==> config.mk <==
export PLATFORM = sky130hd
export DESIGN_NAME = renode_axi_arbiter
export DESIGN_NICKNAME = d
export VERILOG_FILES = /design/src/rtl/renode_axi_arbiter.sv
export SDC_FILE = /design/constraint.sdc
export NUM_CORES = 1
export LEC_CHECK = 0
export BUFFER_PORTS_ARGS = -buffer_cell sky130_fd_sc_hd__buf_4
export CAP_MARGIN = 20
export CORE_AREA = 3 3 297 299
export CTS_BUF_LIST = sky130_fd_sc_hd__clkbuf_2 sky130_fd_sc_hd__clkbuf_4 sky130_fd_sc_hd__clkbuf_8
export CTS_CLUSTER_DIAMETER = 80
export DETAILED_ROUTE_END_ITERATION = 12
export DIE_AREA = 0 0 300 302
export HOLD_SLACK_MARGIN = 0.02
export RECOVER_POWER = 100
export SLEW_MARGIN = 15
export SYNTH_ARGS = -nofsm -noshare
export SYNTH_HDL_FRONTEND = slang
export SYNTH_SLANG_ARGS = --single-unit
export TNS_END_PERCENT = 1
==> constraint.sdc <==
create_clock -name clk_i -period 3.9 [get_ports clk_i]
set_clock_uncertainty 0.15 [all_clocks]
set_input_delay 0.78 -clock clk_i [delete_from_list [all_inputs] [get_ports clk_i]]
set_output_delay 0.78 -clock clk_i [all_outputs]
set_load 0.02 [all_outputs]
==> src/rtl/renode_axi_arbiter.sv <==
`default_nettype none
// +--------------------------------------------------------------------------+
// | Module   : renode_axi_arbiter                                            |
// | Purpose  : 2:1 AXI arbiter in front of the Renode memory slave port.     |
// |            Read and write directions are arbitrated independently with   |
// |            round-robin fairness. Each direction allows one outstanding   |
// |            transaction. Optional watchdog: RENODE_AXI_ARB_WATCHDOG_EN.   |
// | Revision : 1.0 - initial release                                         |
// +--------------------------------------------------------------------------+
// Request vector layout, LSB first:
//   r_ready | ar_valid | ar{burst,size,len,addr,id} | b_ready | w_valid |
//   w{last,strb,data} | aw_valid | aw{burst,size,len,addr,id}
// Response vector layout, LSB first:
//   aw_ready | ar_ready | w_ready | b_valid | b{resp,id} | r_valid |
//   r{last,resp,data,id}
module renode_axi_arbiter #(
  parameter int unsigned TimeoutCycles = 1024,
  parameter int unsigned ID_W   = 4,
  parameter int unsigned ADDR_W = 32,
  parameter int unsigned DATA_W = 64,
  localparam int unsigned AX_W  = ID_W + ADDR_W + 13,
  localparam int unsigned WP_W  = DATA_W + DATA_W / 8 + 1,
  localparam int unsigned B_W   = ID_W + 2,
  localparam int unsigned RP_W  = ID_W + DATA_W + 3,
  localparam int unsigned REQ_W = 2 * AX_W + WP_W + 5,
  localparam int unsigned RSP_W = B_W + RP_W + 5
) (
  input  logic             clk_i,
  input  logic             rst_i,
  input  logic [REQ_W-1:0] s0_req_i,
  output logic [RSP_W-1:0] s0_resp_o,
  input  logic [REQ_W-1:0] s1_req_i,
  output logic [RSP_W-1:0] s1_resp_o,
  output logic [REQ_W-1:0] m_req_o,
  input  logic [RSP_W-1:0] m_resp_i,
  output logic             timeout_o
);

  localparam int unsigned REQ_R_READY  = 0;
  localparam int unsigned REQ_AR_VALID = 1;
  localparam int unsigned REQ_AR_LSB   = 2;
  localparam int unsigned REQ_B_READY  = 2 + AX_W;
  localparam int unsigned REQ_W_VALID  = 3 + AX_W;
  localparam int unsigned REQ_W_LSB    = 4 + AX_W;
  localparam int unsigned REQ_AW_VALID = 4 + AX_W + WP_W;
  localparam int unsigned REQ_AW_LSB   = 5 + AX_W + WP_W;
  localparam int unsigned RSP_AW_READY = 0;
  localparam int unsigned RSP_AR_READY = 1;
  localparam int unsigned RSP_W_READY  = 2;
  localparam int unsigned RSP_B_VALID  = 3;
  localparam int unsigned RSP_B_LSB    = 4;
  localparam int unsigned RSP_R_VALID  = 4 + B_W;
  localparam int unsigned RSP_R_LSB    = 5 + B_W;

  typedef enum logic [1:0] {W_IDLE = 2'd0, W_AW = 2'd1, W_DATA = 2'd2, W_RESP = 2'd3} w_state_e;
  typedef enum logic [1:0] {R_IDLE = 2'd0, R_AR = 2'd1, R_DATA = 2'd2} r_state_e;

  w_state_e         w_state_q, w_state_d;
  r_state_e         r_state_q, r_state_d;
  logic             w_own_q, w_own_d, w_prio_q, w_prio_d;
  logic             r_own_q, r_own_d, r_prio_q, r_prio_d;
  logic [REQ_W-1:0] w_req, r_req;
  logic             aw_hs, w_last_hs, b_hs, b_err_hs;
  logic             ar_hs, r_beat_hs, r_last_hs, r_err_hs;
  logic             w_tout, r_tout, b_drain, r_drain;
  logic [B_W-1:0]   err_b;
  logic [RP_W-1:0]  err_r;
  logic             aw_rdy, w_rdy, b_vld, ar_rdy, r_vld;
  logic [RSP_W-1:0] rsp_base;

  // Current owner's request for each direction
  assign w_req = w_own_q ? s1_req_i : s0_req_i;
  assign r_req = r_own_q ? s1_req_i : s0_req_i;

  assign aw_hs     = (w_state_q == W_AW) && w_req[REQ_AW_VALID] && m_resp_i[RSP_AW_READY];
  assign w_last_hs = (w_state_q == W_DATA) && w_req[REQ_W_VALID] && m_resp_i[RSP_W_READY]
                     && w_req[REQ_W_LSB];
  assign b_hs      = (w_state_q == W_RESP) && !w_tout && !b_drain && m_resp_i[RSP_B_VALID]
                     && w_req[REQ_B_READY];
  assign b_err_hs  = w_tout && w_req[REQ_B_READY];
  assign ar_hs     = (r_state_q == R_AR) && r_req[REQ_AR_VALID] && m_resp_i[RSP_AR_READY];
  assign r_beat_hs = (r_state_q == R_DATA) && !r_tout && !r_drain && m_resp_i[RSP_R_VALID]
                     && r_req[REQ_R_READY];
  assign r_last_hs = r_beat_hs && m_resp_i[RSP_R_LSB];
  assign r_err_hs  = r_tout && r_req[REQ_R_READY];

`ifdef RENODE_AXI_ARB_WATCHDOG_EN
  localparam int unsigned     CNT_W   = $clog2(TimeoutCycles + 1);
  localparam logic [CNT_W-1:0] CNT_MAX = CNT_W'(TimeoutCycles);

  logic [CNT_W-1:0] w_cnt_q, w_cnt_d, r_cnt_q, r_cnt_d;
  logic [ID_W-1:0]  w_id_q, w_id_d, r_id_q, r_id_d;
  logic             b_drain_q, b_drain_d, r_drain_q, r_drain_d, timeout_q, timeout_d;

  assign w_tout    = (w_state_q == W_RESP) && (w_cnt_q == CNT_MAX);
  assign r_tout    = (r_state_q == R_DATA) && (r_cnt_q == CNT_MAX);
  assign b_drain   = b_drain_q;
  assign r_drain   = r_drain_q;
  assign timeout_o = timeout_q;
  assign err_b     = {w_id_q, 2'b10};
  assign err_r     = {r_id_q, {DATA_W{1'b0}}, 2'b10, 1'b1};

  // Watchdog counters, stored IDs for the local error reply, drain and sticky flags
  always_comb begin
    w_cnt_d = '0;
    r_cnt_d = '0;
    if ((w_state_q == W_RESP) && !b_hs && !b_err_hs) w_cnt_d = w_tout ? w_cnt_q : w_cnt_q + 1'b1;
    if ((r_state_q == R_DATA) && !r_beat_hs && !r_err_hs) r_cnt_d = r_tout ? r_cnt_q : r_cnt_q + 1'b1;
    w_id_d = aw_hs ? w_req[REQ_AW_LSB+AX_W-ID_W +: ID_W] : w_id_q;
    r_id_d = ar_hs ? r_req[REQ_AR_LSB+AX_W-ID_W +: ID_W] : r_id_q;
    b_drain_d = b_drain_q;
    if (b_drain_q && m_resp_i[RSP_B_VALID]) b_drain_d = 1'b0;
    if (b_err_hs) b_drain_d = 1'b1;
    r_drain_d = r_drain_q;
    if (r_drain_q && m_resp_i[RSP_R_VALID] && m_resp_i[RSP_R_LSB]) r_drain_d = 1'b0;
    if (r_err_hs) r_drain_d = 1'b1;
    timeout_d = timeout_q | b_err_hs | r_err_hs;
  end

  // Watchdog state registers
  always_ff @(posedge clk_i) begin
    if (rst_i) begin
      w_cnt_q <= '0; r_cnt_q <= '0; w_id_q <= '0; r_id_q <= '0;
      b_drain_q <= 1'b0; r_drain_q <= 1'b0; timeout_q <= 1'b0;
    end else begin
      w_cnt_q <= w_cnt_d; r_cnt_q <= r_cnt_d; w_id_q <= w_id_d; r_id_q <= r_id_d;
      b_drain_q <= b_drain_d; r_drain_q <= r_drain_d; timeout_q <= timeout_d;
    end
  end
`else
  assign w_tout    = 1'b0;
  assign r_tout    = 1'b0;
  assign b_drain   = 1'b0;
  assign r_drain   = 1'b0;
  assign timeout_o = 1'b0;
  assign err_b     = '0;
  assign err_r     = '0;
`endif

  // Write FSM next state: grant on IDLE, release after B
  always_comb begin
    w_state_d = w_state_q;
    w_own_d   = w_own_q;
    w_prio_d  = w_prio_q;
    case (w_state_q)
      W_IDLE: if (s0_req_i[REQ_AW_VALID] || s1_req_i[REQ_AW_VALID]) begin
        w_own_d   = (s0_req_i[REQ_AW_VALID] && s1_req_i[REQ_AW_VALID]) ? w_prio_q
                                                                        : s1_req_i[REQ_AW_VALID];
        w_state_d = W_AW;
      end
      W_AW:   if (aw_hs) w_state_d = W_DATA;
      W_DATA: if (w_last_hs) w_state_d = W_RESP;
      W_RESP: if (b_hs || b_err_hs) begin
        w_prio_d  = ~w_own_q;
        w_state_d = W_IDLE;
      end
      default: w_state_d = W_IDLE;
    endcase
  end

  // Read FSM next state: grant on IDLE, release after last R beat
  always_comb begin
    r_state_d = r_state_q;
    r_own_d   = r_own_q;
    r_prio_d  = r_prio_q;
    case (r_state_q)
      R_IDLE: if (s0_req_i[REQ_AR_VALID] || s1_req_i[REQ_AR_VALID]) begin
        r_own_d   = (s0_req_i[REQ_AR_VALID] && s1_req_i[REQ_AR_VALID]) ? r_prio_q
                                                                        : s1_req_i[REQ_AR_VALID];
        r_state_d = R_AR;
      end
      R_AR:   if (ar_hs) r_state_d = R_DATA;
      R_DATA: if (r_last_hs || r_err_hs) begin
        r_prio_d  = ~r_own_q;
        r_state_d = R_IDLE;
      end
      default: r_state_d = R_IDLE;
    endcase
  end

  // FSM, owner and priority registers
  always_ff @(posedge clk_i) begin
    if (rst_i) begin
      w_state_q <= W_IDLE; r_state_q <= R_IDLE;
      w_own_q <= 1'b0; w_prio_q <= 1'b0; r_own_q <= 1'b0; r_prio_q <= 1'b0;
    end else begin
      w_state_q <= w_state_d; r_state_q <= r_state_d;
      w_own_q <= w_own_d; w_prio_q <= w_prio_d; r_own_q <= r_own_d; r_prio_q <= r_prio_d;
    end
  end

  // Slave-side request: owner payloads pass through, valids/readies gated by state
  always_comb begin
    m_req_o = '0;
    m_req_o[REQ_AW_LSB +: AX_W] = w_req[REQ_AW_LSB +: AX_W];
    m_req_o[REQ_W_LSB +: WP_W]  = w_req[REQ_W_LSB +: WP_W];
    m_req_o[REQ_AR_LSB +: AX_W] = r_req[REQ_AR_LSB +: AX_W];
    m_req_o[REQ_AW_VALID] = (w_state_q == W_AW) && w_req[REQ_AW_VALID];
    m_req_o[REQ_W_VALID]  = (w_state_q == W_DATA) && w_req[REQ_W_VALID];
    m_req_o[REQ_B_READY]  = b_drain || ((w_state_q == W_RESP) && !w_tout && w_req[REQ_B_READY]);
    m_req_o[REQ_AR_VALID] = (r_state_q == R_AR) && r_req[REQ_AR_VALID];
    m_req_o[REQ_R_READY]  = r_drain || ((r_state_q == R_DATA) && !r_tout && r_req[REQ_R_READY]);
  end

  // Requester-side responses: only the owner sees handshake signals
  always_comb begin
    aw_rdy = (w_state_q == W_AW) && m_resp_i[RSP_AW_READY];
    w_rdy  = (w_state_q == W_DATA) && m_resp_i[RSP_W_READY];
    b_vld  = w_tout || ((w_state_q == W_RESP) && !b_drain && m_resp_i[RSP_B_VALID]);
    ar_rdy = (r_state_q == R_AR) && m_resp_i[RSP_AR_READY];
    r_vld  = r_tout || ((r_state_q == R_DATA) && !r_drain && m_resp_i[RSP_R_VALID]);
    rsp_base = m_resp_i;
    rsp_base[RSP_AW_READY] = 1'b0;
    rsp_base[RSP_AR_READY] = 1'b0;
    rsp_base[RSP_W_READY]  = 1'b0;
    rsp_base[RSP_B_VALID]  = 1'b0;
    rsp_base[RSP_R_VALID]  = 1'b0;
    s0_resp_o = rsp_base;
    s1_resp_o = rsp_base;
    s0_resp_o[RSP_AW_READY] = !w_own_q && aw_rdy;
    s1_resp_o[RSP_AW_READY] =  w_own_q && aw_rdy;
    s0_resp_o[RSP_W_READY]  = !w_own_q && w_rdy;
    s1_resp_o[RSP_W_READY]  =  w_own_q && w_rdy;
    s0_resp_o[RSP_B_VALID]  = !w_own_q && b_vld;
    s1_resp_o[RSP_B_VALID]  =  w_own_q && b_vld;
    s0_resp_o[RSP_AR_READY] = !r_own_q && ar_rdy;
    s1_resp_o[RSP_AR_READY] =  r_own_q && ar_rdy;
    s0_resp_o[RSP_R_VALID]  = !r_own_q && r_vld;
    s1_resp_o[RSP_R_VALID]  =  r_own_q && r_vld;
    if (w_tout) begin
      if (w_own_q) s1_resp_o[RSP_B_LSB +: B_W] = err_b;
      else         s0_resp_o[RSP_B_LSB +: B_W] = err_b;
    end
    if (r_tout) begin
      if (r_own_q) s1_resp_o[RSP_R_LSB +: RP_W] = err_r;
      else         s0_resp_o[RSP_R_LSB +: RP_W] = err_r;
    end
  end

endmodule
`default_nettype wire

==> metrics.txt, run 1 <==
# TYPE chip_impl_metric gauge
chip_impl_metric{name="setup_tns",unit="ps"} 0
chip_impl_metric{name="power.net_switching",unit="mW"} 0.962
chip_impl_metric{name="worstPathRequired",unit="ps"} 2970
chip_impl_info{name="grt_setup_unrepaired",value="no"} 1
chip_impl_info{name="netlist_top_cells_area",value="sky130_fd_sc_hd__mux2_2, sky130_fd_sc_hd__buf_4, sky130_fd_sc_hd__dfxtp_1"} 1
chip_impl_metric{name="power",unit="mW"} 1.81
chip_impl_metric{name="chipHeight",unit="µm"} 302
chip_impl_metric{name="antenna_found_initial",unit=""} 48
chip_impl_metric{name="ctsHtreeMaxLevel",unit=""} 1
chip_impl_metric{name="synth_cell_types",unit=""} 34
chip_impl_metric{name="period_needed",unit="ps"} 3130
chip_impl_metric{name="timing.fmax",unit="MHz"} 319
chip_impl_metric{name="synth-async-reset-ratio",unit="%"} 0
chip_impl_metric{name="worst_slew_pin_slew",unit="ps"} 822
chip_impl_metric{name="final_min_period_over_clock_period",unit="%"} 80.4
chip_impl_info{name="cell_with_the_biggest_individual_delay_on_the_critical_path",value="sky130_fd_sc_hd__dfxtp_1"} 1
chip_impl_metric{name="max-clock-path-buffers",unit=""} 2
chip_impl_metric{name="drt_wl_total",unit="µm"} 56900
chip_impl_metric{name="p_int",unit="mW"} 0.849
chip_impl_metric{name="gr-usage-met2",unit="%"} 19.0
chip_impl_metric{name="final-hold-violation-count",unit=""} 0
chip_impl_info{name="path_class",value="reg2out"} 1
chip_impl_metric{name="count_of_port_buffers_added_during_placement",unit=""} 547
chip_impl_metric{name="powerDensity",unit="nW/µm²"} 239
chip_impl_metric{name="clk_pin_slew",unit="ps"} 50
chip_impl_metric{name="critical_path.max_fanout",unit=""} 37
chip_impl_metric{name="cts.sinks",unit=""} 8
chip_impl_metric{name="number_of_cell_rows",unit=""} 107
chip_impl_metric{name="groute.usage.overall",unit="%"} 11.8
chip_impl_metric{name="clkPwrFrac",unit="%"} 6.8
chip_impl_metric{name="grt_first_pass_wirelength",unit="µm"} 66100
chip_impl_metric{name="floorplan.die.width",unit="µm"} 300
chip_impl_info{name="cts.root.buffer_cell",value="sky130_fd_sc_hd__clkbuf_8"} 1
chip_impl_metric{name="grt_start_max_net_pins",unit=""} 48
chip_impl_metric{name="via_per_inst",unit=""} 2.45
chip_impl_info{name="critical_path_endpoint_category",value="output pin"} 1
chip_impl_metric{name="met1_usage",unit="%"} 12.9
chip_impl_metric{name="slew-limit-headroom",unit="%"} 45.1
chip_impl_metric{name="dr.pass1.iters",unit=""} 4
chip_impl_metric{name="worstRegToRegCells",unit=""} 5
chip_impl_metric{name="syn-num-nets",unit=""} 870
chip_impl_metric{name="final_max_slew_viols",unit=""} 0
chip_impl_metric{name="setup_viol",unit=""} 0
chip_impl_metric{name="placedCellCount",unit=""} 1948
chip_impl_metric{name="cts_made_buffers",unit=""} 3
chip_impl_metric{name="via_count",unit=""} 4789
chip_impl_metric{name="worst_path_largest_cell_delay",unit="ps"} 850
chip_impl_metric{name="netlist_area",unit="µm²"} 3840
chip_impl_metric{name="synth_enable_flop_cells",unit=""} 0
chip_impl_metric{name="fin_nets",unit=""} 1250
chip_impl_metric{name="max_cap_violations",unit=""} 0
chip_impl_metric{name="pin_count",unit=""} 777
chip_impl_metric{name="grt_pass1_vias",unit=""} 4914
chip_impl_metric{name="postPlaceCellArea",unit="µm²"} 8170
chip_impl_metric{name="detail_route.iter0.violations",unit=""} 120
chip_impl_metric{name="drcViolationCount",unit=""} 0
chip_impl_metric{name="fin_hold_ws",unit="ps"} 353
chip_impl_metric{name="layout.filler_cells",unit=""} 10200
chip_impl_info{name="outcome",value="finished clean"} 1
chip_impl_metric{name="crit_arrival",unit="ps"} 2200
chip_impl_metric{name="power.share.combinational",unit="%"} 85.2
chip_impl_metric{name="die_area",unit="µm²"} 90600
chip_impl_metric{name="synth.yosys.seq_area_share",unit="%"} 4.17
chip_impl_metric{name="placeableCoreArea",unit="µm²"} 85400
chip_impl_metric{name="synth-seq-cells",unit=""} 8
chip_impl_metric{name="area_delta_synth_final",unit="%"} 97.6
chip_impl_metric{name="worst_skew_late_latency",unit="ps"} 240
chip_impl_metric{name="share_of_the_synthesized_area_in_the_top_cell_type",unit="%"} 50.2
chip_impl_metric{name="grt.overflow.total",unit=""} 0
chip_impl_metric{name="core_occupancy_in_the_finished_layout",unit="%"} 8.87
chip_impl_metric{name="layout_setup_ws",unit="ps"} 766
chip_impl_info{name="min_path_type",value="reg2reg"} 1
chip_impl_info{name="critical_path.startpoint_type",value="flip-flop"} 1
chip_impl_metric{name="final_cell_area",unit="µm²"} 7580
chip_impl_metric{name="synth_area_per_cell",unit="µm²"} 8.94
chip_impl_metric{name="cts-resized-gates",unit=""} 0
chip_impl_info{name="cts_tree",value="built"} 1
chip_impl_metric{name="drt.antenna.violating_nets",unit=""} 0
chip_impl_metric{name="synthCells",unit=""} 429
chip_impl_metric{name="initial_utilization",unit="%"} 4.49
chip_impl_metric{name="ys.warnings.count",unit=""} 0
chip_impl_metric{name="gp_routability_congestion",unit=""} 0.787
chip_impl_metric{name="vdd_ir_drop_max",unit="mV"} 0.103
chip_impl_metric{name="finalNonFillerCells",unit=""} 1957
chip_impl_metric{name="switching_share",unit="%"} 53.1
chip_impl_metric{name="seqPwrFrac",unit="%"} 7.9
chip_impl_info{name="grt_most_used_layer",value="met2"} 1
chip_impl_info{name="synth_largest_area_cell",value="sky130_fd_sc_hd__mux2_2"} 1
chip_impl_metric{name="cts.repair_timing.setup_buffer_count",unit=""} 0
chip_impl_info{name="synth_ff_type",value="sky130_fd_sc_hd__dfxtp_1"} 1
chip_impl_metric{name="routedWlPerCell",unit="µm"} 29.1
chip_impl_metric{name="total_leakage_power",unit="nW"} 2.99
chip_impl_metric{name="place_worst_setup_slack",unit="ps"} 1160
chip_impl_metric{name="post_cts_hold_buffer_count",unit=""} 0
chip_impl_metric{name="use_met3",unit="%"} 9.12
chip_impl_info{name="timing.critical_path.cells",value="buf_4 -> mux2_2 -> clkbuf_1"} 1
chip_impl_metric{name="detailedPlacementHpwl",unit="µm"} 54600
chip_impl_metric{name="min_delay_path_depth",unit=""} 2
chip_impl_metric{name="final_layout_size_suffix_gt1_share",unit="%"} 67.2
==> synthesized netlist by cell type, types with 2 or more instances <==
| cell | number |
|---|---|
| sky130_fd_sc_hd__mux2_2 | 171 |
| sky130_fd_sc_hd__nor3_1 | 2 |
| sky130_fd_sc_hd__buf_4 | 156 |
| sky130_fd_sc_hd__buf_2 | 15 |
| sky130_fd_sc_hd__nand2b_1 | 4 |
| sky130_fd_sc_hd__a32oi_1 | 2 |
| sky130_fd_sc_hd__inv_1 | 6 |
| sky130_fd_sc_hd__and3_1 | 5 |
| sky130_fd_sc_hd__clkbuf_1 | 4 |
| sky130_fd_sc_hd__dfxtp_1 | 8 |
| sky130_fd_sc_hd__and2_1 | 2 |
| sky130_fd_sc_hd__ha_1 | 5 |
| sky130_fd_sc_hd__nor2b_1 | 3 |
| sky130_fd_sc_hd__nor2_1 | 12 |
| sky130_fd_sc_hd__mux2i_1 | 5 |
| sky130_fd_sc_hd__a21oi_1 | 2 |
| sky130_fd_sc_hd__nand2_1 | 10 |
==> registers in the layout, indices dropped and copies added (netlist names) <==
name and flops:
w_prio_q 1, r_state_q 2, r_prio_q 1, w_own_q 1
r_own_q 1, w_state_q 2
==> cells in the final DEF, fill, tap and decap left out, types with 2 or more instances in the layout <==
cell	n
sky130_fd_sc_hd__buf_12	2
sky130_fd_sc_hd__mux2_1	18
sky130_fd_sc_hd__ha_1	5
sky130_fd_sc_hd__nor2_1	12
sky130_fd_sc_hd__a21oi_1	2
sky130_fd_sc_hd__clkbuf_8	3
sky130_fd_sc_hd__clkbuf_1	168
sky130_fd_sc_hd__nand2_1	10
sky130_fd_sc_hd__diode_2	5
sky130_fd_sc_hd__and3_1	5
sky130_fd_sc_hd__inv_1	6
sky130_fd_sc_hd__buf_4	381
sky130_fd_sc_hd__a32oi_1	2
sky130_fd_sc_hd__nor2b_1	3
sky130_fd_sc_hd__dfxtp_1	7
sky130_fd_sc_hd__nand2b_1	4
sky130_fd_sc_hd__mux2i_1	5
sky130_fd_sc_hd__mux2_2	154
sky130_fd_sc_hd__nor3_1	2
==> cell type report <==
type	count	area (µm²)	area share [%]
clock buffer	4	48.8	0.644
multi-input combinational	239	2370	31.3
sequential	8	164	2.16
timing repair buffer	551	3530	46.6
tap	1144	1430	18.9
antenna	5	12.5	0.165
inverter	6	22.5	0.297
==> worst paths after layout <==
kind	from	to	slack (ps)
setup reg to reg	w_own_q	w_state_q[1]	1290
setup / recovery	r_own_q	m_req_o[40]	770
hold / removal	r_prio_q	r_prio_q	350
hold reg to reg	r_prio_q	r_prio_q	350
==> routing by layer <==
| metal | part of all wire, % | wire length, µm |
|---|---|---|
| met1 | 38 | 21600 |
| met4 | 1.3 | 734 |
| met2 | 44 | 24800 |
| met5 | 0.27 | 153 |
| met3 | 17 | 9640 |
==> power by group through the flow <==
| stage | clock network, mW | registers (mW) | logic [mW] |
|---|---|---|---|
| after global routing | 0.133 | 0.150 | 1.67 |
| after detailed placement | 0 | 0.147 | 1.79 |
| after floorplan | 0 | 0.112 | 1.12 |
| after global placement | 0 | 0.145 | 1.79 |
| final | 0.124 | 0.144 | 1.54 |
| after CTS | 0.128 | 0.146 | 1.80 |
==> cell families (layout without fill, tap and decap cells) <==
logic type / Yosys count / after routing / share of synthesized area [%]
compound gates: 13 / 13 / 3.13
fa+ha+maj: 5 / 5 / 1.63
buf+inv: 182 / 561 / 33.6
flops: 8 / 8 / 4.17
mux: 177 / 177 / 51.8
other cells: 1 / 6 / 0.0978
simple gates: 43 / 43 / 5.61
==> worst max-delay path, delay by kind of cell (launching register included) <==
family	cells	cell delay [ps]
buf+inv	2	690
flops	1	850
mux	1	390
Power figures use the tool's default switching activity.
==> inputs of run 2 (changes only) <==
--- a/config.mk
+++ b/config.mk
@@ -7,11 +7,11 @@
 export LEC_CHECK = 0
 export BUFFER_PORTS_ARGS = -buffer_cell sky130_fd_sc_hd__buf_4
 export CAP_MARGIN = 20
-export CORE_AREA = 3 3 297 299
+export CORE_AREA = 3 3 299 301
 export CTS_BUF_LIST = sky130_fd_sc_hd__clkbuf_2 sky130_fd_sc_hd__clkbuf_4 sky130_fd_sc_hd__clkbuf_8
 export CTS_CLUSTER_DIAMETER = 80
 export DETAILED_ROUTE_END_ITERATION = 12
-export DIE_AREA = 0 0 300 302
+export DIE_AREA = 0 0 302 304
 export HOLD_SLACK_MARGIN = 0.02
 export RECOVER_POWER = 100
 export SLEW_MARGIN = 15
==> constraint.sdc (replaced) <==
create_clock -name clk_i -period 3.1 [get_ports clk_i]
set_clock_uncertainty 0.15 [all_clocks]
set_input_delay 0.62 -clock clk_i [delete_from_list [all_inputs] [get_ports clk_i]]
set_output_delay 0.62 -clock clk_i [all_outputs]
set_load 0.02 [all_outputs]
==> run 2 against run 1 <==
Register-to-register slack lost 720 ps; final cell count grew 0.72%; worst hold slack lost 8.6 ps; routed wire length grew 2.2%; global-route usage grew 0.15 points; combinational power grew 23%; first-iteration DRC count shrank 1.7%; clock power grew 21%; utilization shrank 0.094 points; critical endpoint is now m_req_o[75]; highest routed layer unchanged.
==> metrics.txt, run 2 (same netlist as run 1, synthesis figures left out) <==
# TYPE chip_impl_metric gauge
chip_impl_metric{name="cts.sinks",unit=""} 8
chip_impl_metric{name="slew-limit-headroom",unit="%"} 49.3
chip_impl_metric{name="multi_input_gate_area_in_the_final_layout",unit="µm²"} 2370
chip_impl_metric{name="chipHeight",unit="µm"} 304
chip_impl_metric{name="die_area",unit="µm²"} 91800
chip_impl_info{name="cts_tree",value="built"} 1
chip_impl_metric{name="finalNonFillerCells",unit=""} 1971
chip_impl_metric{name="worst_slew_pin_slew",unit="ps"} 741
chip_impl_metric{name="powerDensity",unit="nW/µm²"} 293
chip_impl_metric{name="dr.pass1.iters",unit=""} 4
chip_impl_info{name="cell_with_the_biggest_individual_delay_on_the_critical_path",value="sky130_fd_sc_hd__dfxtp_4"} 1
chip_impl_metric{name="drcViolationCount",unit=""} 0
chip_impl_metric{name="final_layout_size_suffix_gt1_share",unit="%"} 67.6
chip_impl_metric{name="pin_count",unit=""} 777
chip_impl_info{name="outcome",value="finished clean"} 1
chip_impl_metric{name="seqPwrFrac",unit="%"} 8.5
chip_impl_metric{name="cts_made_buffers",unit=""} 3
chip_impl_metric{name="worstPathRequired",unit="ps"} 2330
chip_impl_metric{name="final_min_period_over_clock_period",unit="%"} 89.7
chip_impl_info{name="path_delay_family",value="buffers and inverters"} 1
chip_impl_metric{name="setup_viol",unit=""} 0
chip_impl_metric{name="max_cap_violations",unit=""} 0
chip_impl_metric{name="final_max_slew_viols",unit=""} 0
chip_impl_metric{name="number_of_cell_rows",unit=""} 108
chip_impl_metric{name="power.share.combinational",unit="%"} 84.8
chip_impl_info{name="critical_path.startpoint_type",value="flip-flop"} 1
chip_impl_metric{name="groute.usage.overall",unit="%"} 12.0
chip_impl_metric{name="period_needed",unit="ps"} 2780
chip_impl_metric{name="cts.repair_timing.setup_buffer_count",unit=""} 0
chip_impl_metric{name="power",unit="mW"} 2.24
chip_impl_metric{name="clk_pin_slew",unit="ps"} 50
chip_impl_info{name="layout.cells.most_common",value="sky130_fd_sc_hd__buf_4"} 1
chip_impl_metric{name="total_leakage_power",unit="nW"} 3.01
chip_impl_metric{name="critical_path.max_fanout",unit=""} 31
chip_impl_metric{name="placeableCoreArea",unit="µm²"} 86900
chip_impl_metric{name="timing.fmax",unit="MHz"} 359
chip_impl_metric{name="power.net_switching",unit="mW"} 1.16
chip_impl_metric{name="fin_hold_ws",unit="ps"} 344
chip_impl_metric{name="clkPwrFrac",unit="%"} 6.7
chip_impl_metric{name="area_delta_synth_final",unit="%"} 98.9
chip_impl_metric{name="antenna_found_initial",unit=""} 46
chip_impl_metric{name="final_cell_area",unit="µm²"} 7630
chip_impl_metric{name="detailedPlacementHpwl",unit="µm"} 56100
chip_impl_metric{name="via_per_inst",unit=""} 2.44
chip_impl_metric{name="routedWlPerCell",unit="µm"} 29.5
chip_impl_metric{name="drt.antenna.violating_nets",unit=""} 0
chip_impl_metric{name="worst_skew_late_latency",unit="ps"} 230
chip_impl_metric{name="setup_tns",unit="ps"} 0
chip_impl_info{name="most_frequent_cells_in_the_layout",value="sky130_fd_sc_hd__buf_4, sky130_fd_sc_hd__clkbuf_1, sky130_fd_sc_hd__mux2_2, sky130_fd_sc_hd__mux2_1, sky130_fd_sc_hd__nor2_1"} 1
chip_impl_metric{name="via_count",unit=""} 4815
chip_impl_metric{name="setup.reg_to_reg.worst_slack",unit="ps"} 570
chip_impl_metric{name="gp_routability_congestion",unit=""} 0.790
chip_impl_metric{name="placedCellCount",unit=""} 1960
chip_impl_metric{name="timing.critical_path.buf_inv",unit=""} 2
chip_impl_metric{name="register_area",unit="µm²"} 165
chip_impl_metric{name="grt_first_pass_wirelength",unit="µm"} 67300
chip_impl_metric{name="crit_arrival",unit="ps"} 2010
chip_impl_metric{name="ctsHtreeMaxLevel",unit=""} 1
chip_impl_metric{name="drt_wl_total",unit="µm"} 58200
chip_impl_info{name="critical_path_endpoint_category",value="output pin"} 1
chip_impl_metric{name="post_cts_hold_buffer_count",unit=""} 0
chip_impl_info{name="registers_with_the_most_flip_flops",value="r_state_q x2, w_state_q x2"} 1
chip_impl_info{name="cts.root.buffer_cell",value="sky130_fd_sc_hd__clkbuf_8"} 1
chip_impl_metric{name="grt_pass1_vias",unit=""} 4993
chip_impl_metric{name="initial_utilization",unit="%"} 4.42
chip_impl_metric{name="final-hold-violation-count",unit=""} 0
chip_impl_metric{name="worst_path_largest_cell_delay",unit="ps"} 670
chip_impl_info{name="path_class",value="reg2out"} 1
chip_impl_metric{name="grt.overflow.total",unit=""} 0
chip_impl_info{name="grt_setup_unrepaired",value="no"} 1
chip_impl_metric{name="postPlaceCellArea",unit="µm²"} 8200
chip_impl_metric{name="vdd_ir_drop_max",unit="mV"} 0.138
chip_impl_metric{name="layout.filler_cells",unit=""} 10300
chip_impl_metric{name="fin_nets",unit=""} 1251
chip_impl_info{name="timing.critical_path.cells",value="clkbuf_2 -> mux2_2 -> clkbuf_1"} 1
chip_impl_metric{name="cts-resized-gates",unit=""} 0
chip_impl_metric{name="floorplan.die.width",unit="µm"} 302
chip_impl_info{name="min_path_type",value="reg2reg"} 1
chip_impl_metric{name="switching_share",unit="%"} 52.0
chip_impl_metric{name="count_of_port_buffers_added_during_placement",unit=""} 547
chip_impl_metric{name="max-clock-path-buffers",unit=""} 2
chip_impl_metric{name="p_int",unit="mW"} 1.07
chip_impl_metric{name="detail_route.iter0.violations",unit=""} 118
chip_impl_metric{name="grt_start_max_net_pins",unit=""} 48
run 2: path summary, 6_finish.rpt:
check                           depth (start not counted)           end      from
worst max register to register                          5  w_state_q[1]   w_own_q
worst max-delay path                                    3   m_req_o[75]   w_own_q
worst min register to register                          2      r_prio_q  r_prio_q
worst min-delay path                                    2      r_prio_q  r_prio_q
run 2: power by group through the flow:
stage	clock network, mW	registers [mW]	logic [mW]
6_report	0.150	0.190	1.90
5_1_grt	0.167	0.197	2.05
4_1_cts	0.159	0.192	2.21
3_5_place_dp	0	0.194	2.20
3_3_place_gp	0	0.191	2.19
2_1_floorplan	0	0.141	1.40
run 2: cell type report:
class / count / share of cell area (%)
Timing Repair Buffer: 552 / 46.7
Multi-Input combinational cell: 239 / 31.1
Tap cell: 1155 / 18.9
Sequential cell: 8 / 2.16
Clock buffer: 4 / 0.640
Inverter: 6 / 0.295
Antenna cell: 7 / 0.230
run 2: per-stage QoR:
step,util (%),worst slack [ps]
final,8.78,318
after detailed placement,9.44,630
after CTS,9.50,360
after global routing,8.76,202
after global placement,9.44,633
after floorplan,-,1030
run 2: routing by layer:
metal  routed length, µm  vias to the layer above  track usage, %
met5                 180                        -               0
li1                    -                     2095               -
met4                 375                       26           0.383
met3               10000                       72            8.46
met1               20800                     2030            12.6
met2               26900                      592            20.5
run 2: worst min-delay path, delay by kind of cell (launching register included):
family           cells  cell delay [ps]
AND/OR/NAND/NOR      1               90
AO/OA/AOI/OAI        1               50
flip-flops           1              300
==> inputs of run 3 (changes only) <==
==> constraint.sdc (replaced) <==
create_clock -name clk_i -period 3.15 [get_ports clk_i]
set_clock_uncertainty 0.15 [all_clocks]
set_input_delay 0.63 -clock clk_i [delete_from_list [all_inputs] [get_ports clk_i]]
set_output_delay 0.63 -clock clk_i [all_outputs]
set_load 0.02 [all_outputs]
==> run 3 against run 2 <==
Power decreased by 0.82%; clock-buffer cell count unchanged; sequential share of layout area hardly changed; sequential power down 11%; clock power is essentially flat; combinational power hardly changed; final area decreased by 0.18%; final cell count about the same; largest power group unchanged.
==> metrics.txt, run 3 (same netlist as run 1, synthesis figures left out) <==
# TYPE chip_impl_metric gauge
chip_impl_metric{name="final-hold-violation-count",unit=""} 0
chip_impl_metric{name="slew-limit-headroom",unit="%"} 48.2
chip_impl_metric{name="clkPwrFrac",unit="%"} 6.9
chip_impl_metric{name="die_area",unit="µm²"} 91800
chip_impl_metric{name="postPlaceCellArea",unit="µm²"} 8200
chip_impl_metric{name="final_max_slew_viols",unit=""} 0
chip_impl_metric{name="setup_tns",unit="ps"} 0
chip_impl_metric{name="count_of_port_buffers_added_during_placement",unit=""} 547
chip_impl_info{name="min_path_type",value="reg2reg"} 1
chip_impl_info{name="layout.cells.most_common",value="sky130_fd_sc_hd__buf_4"} 1
chip_impl_metric{name="detail_route.iter0.violations",unit=""} 197
chip_impl_metric{name="gp_routability_congestion",unit=""} 0.803
chip_impl_metric{name="powerDensity",unit="nW/µm²"} 291
chip_impl_metric{name="power.net_switching",unit="mW"} 1.16
chip_impl_metric{name="ctsHtreeMaxLevel",unit=""} 1
chip_impl_info{name="cts.root.buffer_cell",value="sky130_fd_sc_hd__clkbuf_8"} 1
chip_impl_metric{name="register_area",unit="µm²"} 164
chip_impl_metric{name="place_worst_setup_slack",unit="ps"} 677
chip_impl_metric{name="dr.pass1.iters",unit=""} 4
chip_impl_metric{name="number_of_cell_rows",unit=""} 108
chip_impl_info{name="endpoint_of_the_worst_slack_reg_to_reg_timing_path",value="w_state_q[1]"} 1
chip_impl_metric{name="fin_nets",unit=""} 1251
chip_impl_metric{name="seqPwrFrac",unit="%"} 7.6
chip_impl_info{name="cts_tree",value="built"} 1
chip_impl_metric{name="placeableCoreArea",unit="µm²"} 86900
chip_impl_metric{name="critical_path.max_fanout",unit=""} 39
chip_impl_metric{name="period_needed",unit="ps"} 2840
chip_impl_metric{name="via_per_inst",unit=""} 2.47
chip_impl_metric{name="worstRegToRegCells",unit=""} 5
chip_impl_metric{name="chipHeight",unit="µm"} 304
chip_impl_metric{name="core_occupancy_in_the_finished_layout",unit="%"} 8.76
chip_impl_metric{name="switching_share",unit="%"} 52.5
chip_impl_info{name="path_class",value="reg2out"} 1
chip_impl_metric{name="grt.overflow.total",unit=""} 0
chip_impl_metric{name="fin_hold_ws",unit="ps"} 350
chip_impl_info{name="grt_setup_unrepaired",value="no"} 1
chip_impl_metric{name="multi_input_gate_area_in_the_final_layout",unit="µm²"} 2370
chip_impl_metric{name="p_int",unit="mW"} 1.05
chip_impl_metric{name="max_cap_violations",unit=""} 0
chip_impl_metric{name="setup_viol",unit=""} 0
chip_impl_metric{name="final_layout_size_suffix_gt1_share",unit="%"} 67.6
chip_impl_metric{name="worst_skew_late_latency",unit="ps"} 240
chip_impl_metric{name="vdd_ir_drop_max",unit="mV"} 0.108
chip_impl_metric{name="antenna_found_initial",unit=""} 45
chip_impl_metric{name="cts-resized-gates",unit=""} 0
chip_impl_metric{name="total_leakage_power",unit="nW"} 3.01
chip_impl_info{name="critical_path_endpoint_category",value="output pin"} 1
chip_impl_metric{name="final_min_period_over_clock_period",unit="%"} 90.3
chip_impl_metric{name="grt_first_pass_wirelength",unit="µm"} 68600
chip_impl_metric{name="layout_setup_ws",unit="ps"} 307
chip_impl_info{name="critical_path.startpoint_type",value="flip-flop"} 1
chip_impl_metric{name="area_delta_synth_final",unit="%"} 98.5
chip_impl_metric{name="worst_slew_pin_slew",unit="ps"} 757
chip_impl_metric{name="crit_arrival",unit="ps"} 2060
chip_impl_info{name="outcome",value="finished clean"} 1
chip_impl_metric{name="groute.usage.overall",unit="%"} 12.2
chip_impl_metric{name="power.share.combinational",unit="%"} 85.5
chip_impl_info{name="most_frequent_cells_in_the_layout",value="sky130_fd_sc_hd__buf_4, sky130_fd_sc_hd__clkbuf_1, sky130_fd_sc_hd__mux2_2, sky130_fd_sc_hd__mux2_1, sky130_fd_sc_hd__nor2_1"} 1
chip_impl_info{name="registers_with_the_most_flip_flops",value="r_state_q x2, w_state_q x2"} 1
chip_impl_metric{name="cts_made_buffers",unit=""} 3
chip_impl_metric{name="cts.sinks",unit=""} 8
chip_impl_metric{name="initial_utilization",unit="%"} 4.42
chip_impl_metric{name="cts.repair_timing.setup_buffer_count",unit=""} 0
chip_impl_metric{name="pin_count",unit=""} 777
chip_impl_metric{name="final_cell_area",unit="µm²"} 7610
chip_impl_metric{name="post_cts_hold_buffer_count",unit=""} 0
chip_impl_metric{name="layout.filler_cells",unit=""} 10300
chip_impl_metric{name="timing.fmax",unit="MHz"} 352
chip_impl_metric{name="drt_wl_total",unit="µm"} 59400
chip_impl_metric{name="detailedPlacementHpwl",unit="µm"} 57300
chip_impl_metric{name="worstPathRequired",unit="ps"} 2370
chip_impl_metric{name="setup.reg_to_reg.worst_slack",unit="ps"} 530
chip_impl_info{name="regToRegStartpoint",value="w_own_q"} 1
chip_impl_metric{name="via_count",unit=""} 4861
chip_impl_metric{name="grt_start_max_net_pins",unit=""} 54
chip_impl_metric{name="drcViolationCount",unit=""} 0
chip_impl_metric{name="grt_pass1_vias",unit=""} 4877
chip_impl_metric{name="floorplan.die.width",unit="µm"} 302
chip_impl_metric{name="drt.antenna.violating_nets",unit=""} 0
chip_impl_info{name="hold_start",value="w_state_q[1]"} 1
chip_impl_info{name="hold_end",value="w_state_q[1]"} 1
chip_impl_metric{name="routedWlPerCell",unit="µm"} 30.1
chip_impl_metric{name="max-clock-path-buffers",unit=""} 2
chip_impl_metric{name="min_delay_path_depth",unit=""} 2
chip_impl_metric{name="clk_pin_slew",unit="ps"} 50
-- run 3: through the flow --
| step | total power [mW] | cells |
|---|---|---|
| detailed placement | 2.38 | 1960 |
| CTS | 2.55 | 1964 |
| global route | 2.38 | 1964 |
| finish | 2.22 | 1972 |
| floorplan | 1.52 | 429 |
| global placement | 2.39 | 1960 |
-- run 3: worst max-delay path, stage by stage, from the launching register on --
cell	delay, ps
sky130_fd_sc_hd__dfxtp_4	560
sky130_fd_sc_hd__clkbuf_4	580
sky130_fd_sc_hd__mux2_1	440
sky130_fd_sc_hd__buf_4	190
-- run 3: worst max path at each step --
stage	from	endpoint	slack, ps	cells past startpoint
after floorplan	r_own_q	m_req_o[10]	1070	3
after global placement	w_own_q	w_state_q[0]	690	5
after detailed placement	w_own_q	m_req_o[53]	680	4
after CTS	w_own_q	m_req_o[53]	400	4
after global routing	w_own_q	m_req_o[134]	210	3
final	w_own_q	m_req_o[170]	310	3
-- run 3: layout make-up --
type | instances | area share, %
clock buffer | 4 | 0.641
inverter | 6 | 0.296
tap | 1155 | 19.0
sequential | 8 | 2.15
multi-input combinational | 239 | 31.1
antenna | 8 | 0.263
timing repair buffer | 552 | 46.5
-- run 3: power by group through the flow --
stage                     clock [mW]  sequential, mW  combinational, mW
after floorplan                    0           0.139               1.38
after global placement             0           0.175               2.21
after detailed placement           0           0.177               2.21
after CTS                      0.161           0.175               2.22
after global routing           0.167           0.176               2.04
final                          0.152           0.169               1.90
-- run 3: metal layers --
metal  GRT usage, %  wire, µm  vias up
met1           13.6     22300     2090
met4          0.417       370       22
met5              0       145        -
met2           20.3     26800      587
li1               -         -     2094
met3           8.31      9790       68
